[src/rtl/mpeg_burst_pacer.sv]
// Paces a valid/ready byte stream into the MPEG input port: every cfg_interval+1 cycles a pulse
// opens a burst of cfg_burst bytes. The output is registered one cycle after accept; mpeg_prog_full stalls with no loss.
module mpeg_burst_pacer #(
  parameter int DATA_W  = 8,
  parameter int CNT_W   = 7,
  parameter int BURST_W = 3,
  parameter int STAT_W  = 32
) (
  input  logic               clk,
  input  logic               rst_n,
  input  logic               enable,
  input  logic [CNT_W-1:0]   cfg_interval,
  input  logic [BURST_W-1:0] cfg_burst,
  input  logic [DATA_W-1:0]  src_data,
  input  logic               src_valid,
  input  logic               src_last,
  output logic               src_ready,
  input  logic               mpeg_prog_full,
  output logic [DATA_W-1:0]  mpeg_in,
  output logic               mpeg_in_en,
  output logic               stream_end,
  output logic [STAT_W-1:0]  in_cnt,
  output logic [STAT_W-1:0]  down_time,
  output logic [STAT_W-1:0]  overrun_cnt
);

  typedef enum logic [1:0] {IDLE, BURST, DONE} state_t;

  state_t             state, state_nxt;
  logic [CNT_W-1:0]   cnt;
  logic [BURST_W-1:0] burst_left, burst_left_nxt;
  logic               pulse;
  logic               accept;
  logic               ovr_inc;

  assign pulse = enable && (cnt == cfg_interval);

  always_ff @(posedge clk or negedge rst_n) begin
    if (!rst_n) begin
      cnt <= '0;
    end else if (!enable || pulse) begin
      cnt <= '0;
    end else begin
      cnt <= cnt + CNT_W'(1);
    end
  end

  always_ff @(posedge clk or negedge rst_n) begin
    if (!rst_n) begin
      state      <= IDLE;
      burst_left <= '0;
    end else begin
      state      <= state_nxt;
      burst_left <= burst_left_nxt;
    end
  end

  always_comb begin
    state_nxt      = state;
    burst_left_nxt = burst_left;
    src_ready      = 1'b0;
    accept         = 1'b0;
    ovr_inc        = 1'b0;
    case (state)
      IDLE: begin
        if (pulse && (cfg_burst != '0)) begin
          state_nxt      = BURST;
          burst_left_nxt = cfg_burst;
        end
      end
      BURST: begin
        src_ready = ~mpeg_prog_full;
        accept    = src_valid && ~mpeg_prog_full;
        if (accept && src_last) begin
          state_nxt      = DONE;
          burst_left_nxt = burst_left - BURST_W'(1);
          ovr_inc        = pulse && (burst_left != BURST_W'(1));
        end else if (accept && (burst_left == BURST_W'(1))) begin
          // A pulse landing exactly as the burst drains chains the next burst, not an overrun
          if (pulse && (cfg_burst != '0)) begin
            burst_left_nxt = cfg_burst;
          end else begin
            burst_left_nxt = '0;
            state_nxt      = IDLE;
          end
        end else begin
          if (accept) burst_left_nxt = burst_left - BURST_W'(1);
          ovr_inc = pulse;
        end
      end
      DONE: begin
        state_nxt = DONE;
      end
      default: begin
        state_nxt = IDLE;
      end
    endcase
  end

  always_ff @(posedge clk or negedge rst_n) begin
    if (!rst_n) begin
      mpeg_in     <= '0;
      mpeg_in_en  <= 1'b0;
      stream_end  <= 1'b0;
      in_cnt      <= '0;
      down_time   <= '0;
      overrun_cnt <= '0;
    end else begin
      mpeg_in_en <= accept;
      if (accept) begin
        mpeg_in <= src_data;
        if (in_cnt != '1) in_cnt <= in_cnt + STAT_W'(1);
      end
      if (accept && src_last) stream_end <= 1'b1;
      if (mpeg_prog_full && (down_time != '1)) down_time <= down_time + STAT_W'(1);
      if (ovr_inc && (overrun_cnt != '1)) overrun_cnt <= overrun_cnt + STAT_W'(1);
    end
  end

endmodule

[config.mk]
export PLATFORM = sky130hd
export DESIGN_NAME = mpeg_burst_pacer
export DESIGN_NICKNAME = d
export VERILOG_FILES = /design/src/rtl/mpeg_burst_pacer.sv
export SDC_FILE = /design/constraint.sdc
export NUM_CORES = 1
export LEC_CHECK = 0
export ABC_AREA = 1
export CAP_MARGIN = 30
export CORE_MARGIN = 5
export CORE_UTILIZATION = 32
export DETAILED_ROUTE_END_ITERATION = 10
export GPL_TIMING_DRIVEN = 1
export SLEW_MARGIN = 20
export SYNTH_ARGS = -nofsm -noshare
export SYNTH_HDL_FRONTEND = slang
export SYNTH_SLANG_ARGS = --single-unit
[constraint.sdc]
create_clock -name clk -period 1.77 [get_ports clk]
set_input_delay 0.531 -clock clk [delete_from_list [all_inputs] [get_ports clk]]
set_output_delay 0.531 -clock clk [all_outputs]
set_load 0.1 [all_outputs]
; Word level (Yosys, flattened, before mapping)
; Index checks and enable logic that the tools add are counted.
[totals]
out_inout_bits = 107
mem_bits_ro = 0
in_bits = 24
memories = 0
ram_bits = 0
latch_bits = 0
ff_bits = 118
elab_cells = 61
[classes]
add_sub_neg = 5
reduce_logical = 17
div_mod_pow = 0
order_cmp = 0
multipliers = 0
muxes = 17
eq_ne = 12
shift = 0
n_bitwise = 1
[op_table]
columns = op, n
row1 = "adder 32 x 1 -> 32 bit, second input constant", 3
row2 = "!= test 32 bit, second input constant", 3
row3 = two-way mux 3 bit, 5
row4 = logical AND 1 bit, 9
row5 = two-way mux 2 bit, 4
row6 = "adder 7 x 1 -> 7 bit, second input constant", 1
row7 = == test 7 bit, 1
row8 = two-way mux 7 bit, 1
row9 = "!= test 3 bit, second input constant", 2
row10 = case mux 2 bit (3 select lines), 1
row11 = case mux 3 bit (2 select lines), 1
row12 = AND reduction 3 bit, 2
row13 = two-way mux 1 bit, 5
row14 = "!= test 4 bit, second input constant", 1
row15 = "== test 3 x 1 -> 1 bit, second input constant", 1
row16 = "!= test 3 x 1 -> 1 bit, second input constant", 1
row17 = nonzero test 3 bit, 1
row18 = "subtractor 3 x 1 -> 3 bit, second input constant", 1
row19 = "== test 2 x 1 -> 1 bit, second input constant", 1
row20 = "== test 2 bit, second input constant", 1
row21 = zero test 2 bit, 1
row22 = "!= test 2 bit, second input constant", 1
row23 = AND reduction 2 bit, 1
row24 = nonzero test 2 bit, 1
row25 = 3 further kinds, 3

; Longest topological paths before layout
[depth]
word_depth = 7
mapped_depth = 12
depth_no_buf = 11

; Least setup slack after synthesis
; OpenSTA, ideal clock, no wires.
[synth_path]
kind = register to output
startpoint = register state[1]
endpoint = output port src_ready
arrival_ns = 1.910
n_path_buf = 0
path_stages_with_launch = 4
setup_slack_ns = -0.671
t_required_ns = 1.239
path_cell_list = dfrtp_1 > inv_1 > nand2_1 > nor2_1
[synth_via]
elab_chain_cells = 2
[synth_lines]
columns = element, line_no
row1 = start: declaration, 29  ; state_t state, state_nxt;
row2 = start signal: assignment, 53  ; state <= state_nxt;
row3 = == test 2 x 1 -> 1 bit, 64  ; case (state)
row4 = two-way mux 1 bit, 64
row5 = end: declaration, 17  ; output logic src_ready,
; Every way passes these cells.

; Worst setup path in the final report
[layout_path]
startpoint = input port cfg_interval[1]
endpoint = register overrun_cnt[9]
[layout_via]
elab_chain_cells = 6
elab_cells_between_ends = 7
classes_between = eq/ne (1) / mux (3) / reduce/logical (3)
[layout_lines]
columns = element, line_no
row1 = start: declaration, 12  ; input logic [CNT_W-1:0] cfg_interval,
row2 = == test 7 bit (*), 36  ; assign pulse = enable && (cnt == cfg_interval);
row3 = logical AND 1 bit (*), 36
row4 = two-way mux 1 bit / logical AND 1 bit (equally long branches), "78, 77"
row5 = two-way mux 1 bit (*), 74  ; if (accept && src_last) begin
row6 = two-way mux 1 bit (*), 64
row7 = logical AND 1 bit (*), 116  ; if (ovr_inc && (overrun_cnt != '1)) overrun_cnt <= overrun_cnt + STAT_W'(1);
row8 = end signal: assignment, 116
row9 = end: declaration, 24  ; output logic [STAT_W-1:0] overrun_cnt
; Every way passes the cells marked *; elsewhere a longest branch is shown, timed or not.
; A chain may end at the register's enable or synchronous reset.

==> results.sh <==
export IMPL_routedWlPerCell_um=14.9
export IMPL_syn_inst=1008
export IMPL_critPathCaptureType="flop"
export IMPL_grtUsageTotal_pct=17.7
export IMPL_drt_first_pass_iters=5
export IMPL_critPathKind="input port to flop"
export IMPL_ys_flop_type="dfrtp_1"
export IMPL_status="finished, violations left"
export IMPL_hold_class="input port to async pin"
export IMPL_cp_arrival_ns=2.14
export IMPL_clock_skew_ns=0.0117
export IMPL_cts_buffers=17
export IMPL_fin_cells=1535
export IMPL_drtIter0Drc=398
export IMPL_synth_seq_cells=118
export IMPL_synth_warnings=0
export IMPL_rsz0062_at_grt="yes"
export IMPL_vias=7315
export IMPL_finalSetupViolCount=3
export IMPL_worstPathMaxFanout=5
export IMPL_synthesis_area_mm2=0.00729
export IMPL_dpl_cell_area_mm2=0.0110
export IMPL_tightestPinTransition_ns=0.399
export IMPL_synth_top_cell_area_share_pct=40.5
export IMPL_irDropWorstVdd_mv=1.29
export IMPL_place_inst=1497
export IMPL_syn2layout_area_growth_pct=64.5
export IMPL_cp_start_kind="input port"
export IMPL_ant_nets=0
export IMPL_maxCapViolCount=0
export IMPL_fmax_mhz=563
export IMPL_cts_root_buf="clkbuf_16"
export IMPL_synth_area_leaders="dfrtp_1 (41%), nand2_1 (20%), xor2_1 (7.8%)"
export IMPL_cts_buffer_depth=2
export IMPL_fp_dieH_um=161
export IMPL_wirelength_um=22900
export IMPL_port_buffers=130
export IMPL_grt_pass1_wl_um=37000
export IMPL_final_area_mm2=0.0120
export IMPL_finalCritPeriodShare_pct=100
export IMPL_dieWidth_um=161
export IMPL_violations="setup timing"
export IMPL_grt_pass1_vias=7260
export IMPL_drive_gt1_share_pct=33.8
export IMPL_num_fill_cells=2012
export IMPL_post_drt_via_cell_ratio=4.77
export IMPL_final_setup_tns_ns=-0.00808
export IMPL_nNetsFinal=1267
export IMPL_antenna_found_initial=0
export IMPL_n_antenna_cell=0
export IMPL_synth_edf_count=0
export IMPL_maxSlewViolCount=0
export IMPL_drc=0
export IMPL_worstPathRequired_ns=2.13
export IMPL_cts_max_level=4
export IMPL_die_area_mm2=0.0259
export IMPL_p_leak_nw=5.26
export IMPL_cellPowerDensity_mw_per_mm2=724
export IMPL_yosys_area_top_type="dfrtp_1"
export IMPL_power_mw=8.67
export IMPL_hold_violations=0
export IMPL_initial_core_util_pct=32.4
export IMPL_utilization_pct=53.2
export IMPL_dpl_worst_slack_ns=-0.668
export IMPL_synth_seq_area_share_pct=40.5
export IMPL_num_rows=55
export IMPL_fin_ws_ns=-0.00510
export IMPL_yosysUniqueCellTypes=38
export IMPL_syn_num_nets=1038
export IMPL_clock_latency_ns=0.42
export IMPL_fin_hold_ws_ns=0.0330
export IMPL_clkTransAtPathRegs_ns=0.06
export IMPL_fin_crit_ns=1.78
export IMPL_place_hpwl_um=17400
export IMPL_core_mm2=0.0225
export IMPL_relSlewSlack_pct=73.4
export IMPL_overflow=0
export IMPL_io_pins=131
export IMPL_clock_sinks=118
export IMPL_grt_max_degree=27
export IMPL_cts_tree="built"
export IMPL_async_reset_ff_share_pct=100
export IMPL_synth_avg_cell_area_um2=7.23
export IMPL_gp_congestion=0.876
==> area by class of cell <==
| class | count | area, µm² | share of cell area (%) |
|---|---|---|---|
| Clock buffer | 19 | 433 | 3.61 |
| Clock inverter | 13 | 158 | 1.32 |
| Inverter | 91 | 348 | 2.90 |
| Multi-Input combinational cell | 783 | 4140 | 34.6 |
| Sequential cell | 118 | 3220 | 26.9 |
| Tap cell | 285 | 357 | 2.98 |
| Timing Repair Buffer | 226 | 3320 | 27.7 |
==> critical path, cell delays in order <==
cell             delay [ns]
clkdlybuf4s50_1        0.42
xor2_1                 0.19
nor2_4                 0.13
nand2_4                0.08
nor2_8                 0.17
nand2_8                0.10
nor2_4                 0.20
clkbuf_16              0.19
nand3_1                0.06
nand2_1                0.06
==> cell families (layout without fill, tap and decap cells) <==
group | Yosys count | after routing | share of synthesized area [%]
flip-flops | 118 | 118 | 40.5
XOR/XNOR | 79 | 79 | 9.50
AO/OA/AOI/OAI | 35 | 35 | 2.68
buffers and inverters | 109 | 349 | 6.87
AND/OR/NAND/NOR | 661 | 663 | 39.4
adder cells (fa/ha/maj) | 6 | 6 | 1.03
==> per-layer routing <==
metal / GRT usage, % / wire (µm) / share of wire [%]
met1: 23.2 / 10100 / 44
met2: 29.4 / 11200 / 49
met3: 3.72 / 1160 / 5.1
met4: 5.39 / 459 / 2.0
met5: 0 / 0 / 0
==> Yosys cell counts, types with 5 or more instances <==
library cell / number
ha_1: 6
nor2_2: 6
inv_1: 86
nand3_1: 60
xor2_1: 65
nor3_2: 7
o21ai_1: 12
dfrtp_1: 118
nand4_1: 15
o21ai_0: 16
inv_2: 5
buf_6: 7
nor2_1: 114
nor3_1: 40
nand2_1: 393
xnor2_1: 14
==> path summary, 6_finish.rpt <==
kind / depth (start not counted) / end / slack (ns) / startpoint
min reg2reg: 2 / burst_left[1] / 0.51 / burst_left[1]
max: 10 / overrun_cnt[9] / -0.005 / cfg_interval[1]
max in group asynchronous: 2 / in_cnt[15] / 1.11 / rst_n
max reg2reg: 10 / overrun_cnt[9] / 0.01 / cnt[0]
min: 1 / down_time[25] / 0.03 / rst_n
min in group clk: 2 / burst_left[1] / 0.51 / burst_left[1]
==> registers in the layout, summed over array words and instances, names as in the netlist <==
| name | count |
|---|---|
| burst_left | 3 |
| cnt | 7 |
| down_time | 32 |
| in_cnt | 32 |
| mpeg_in | 8 |
| mpeg_in_en | 1 |
| overrun_cnt | 32 |
| state | 2 |
| stream_end | 1 |
==> placed cells by master, fill, tap and decap left out, types with 7 or more instances in the layout <==
cell type        Yosys  routed
nand2_1            393     387
buf_12               0     119
nor2_1             114     100
inv_1               86      82
buf_4                2      71
xor2_1              65      65
dfrtp_4              0      59
nand3_1             60      45
dfrtp_2              0      37
nor3_1              40      31
dfrtp_1            118      22
clkbuf_16            0      18
nand3_2              2      15
nor2_2               6      15
nand4_1             15      15
o21ai_0             16      15
clkdlybuf4s50_1      0      15
nor3_2               7      14
xnor2_1             14      14
o21ai_1             12      13
buf_6                7      13
nor2_4               4      11
inv_2                5       7
==> repair_timing <==
action	in CTS	in global routing
gates resized for setup	10	65
endpoints found under the setup margin	80	94
gates cloned	2	1
hold buffers	0	0
buffers inserted	5	11
pin swaps	5	34
==> where the power goes <==
group	internal (mW)	switching (mW)	total, mW
combinational	0.754	1.26	2.01
clock	2.20	1.35	3.55
sequential	2.88	0.232	3.11
total	5.83	2.84	8.67
(Power assumes the default switching activity.)
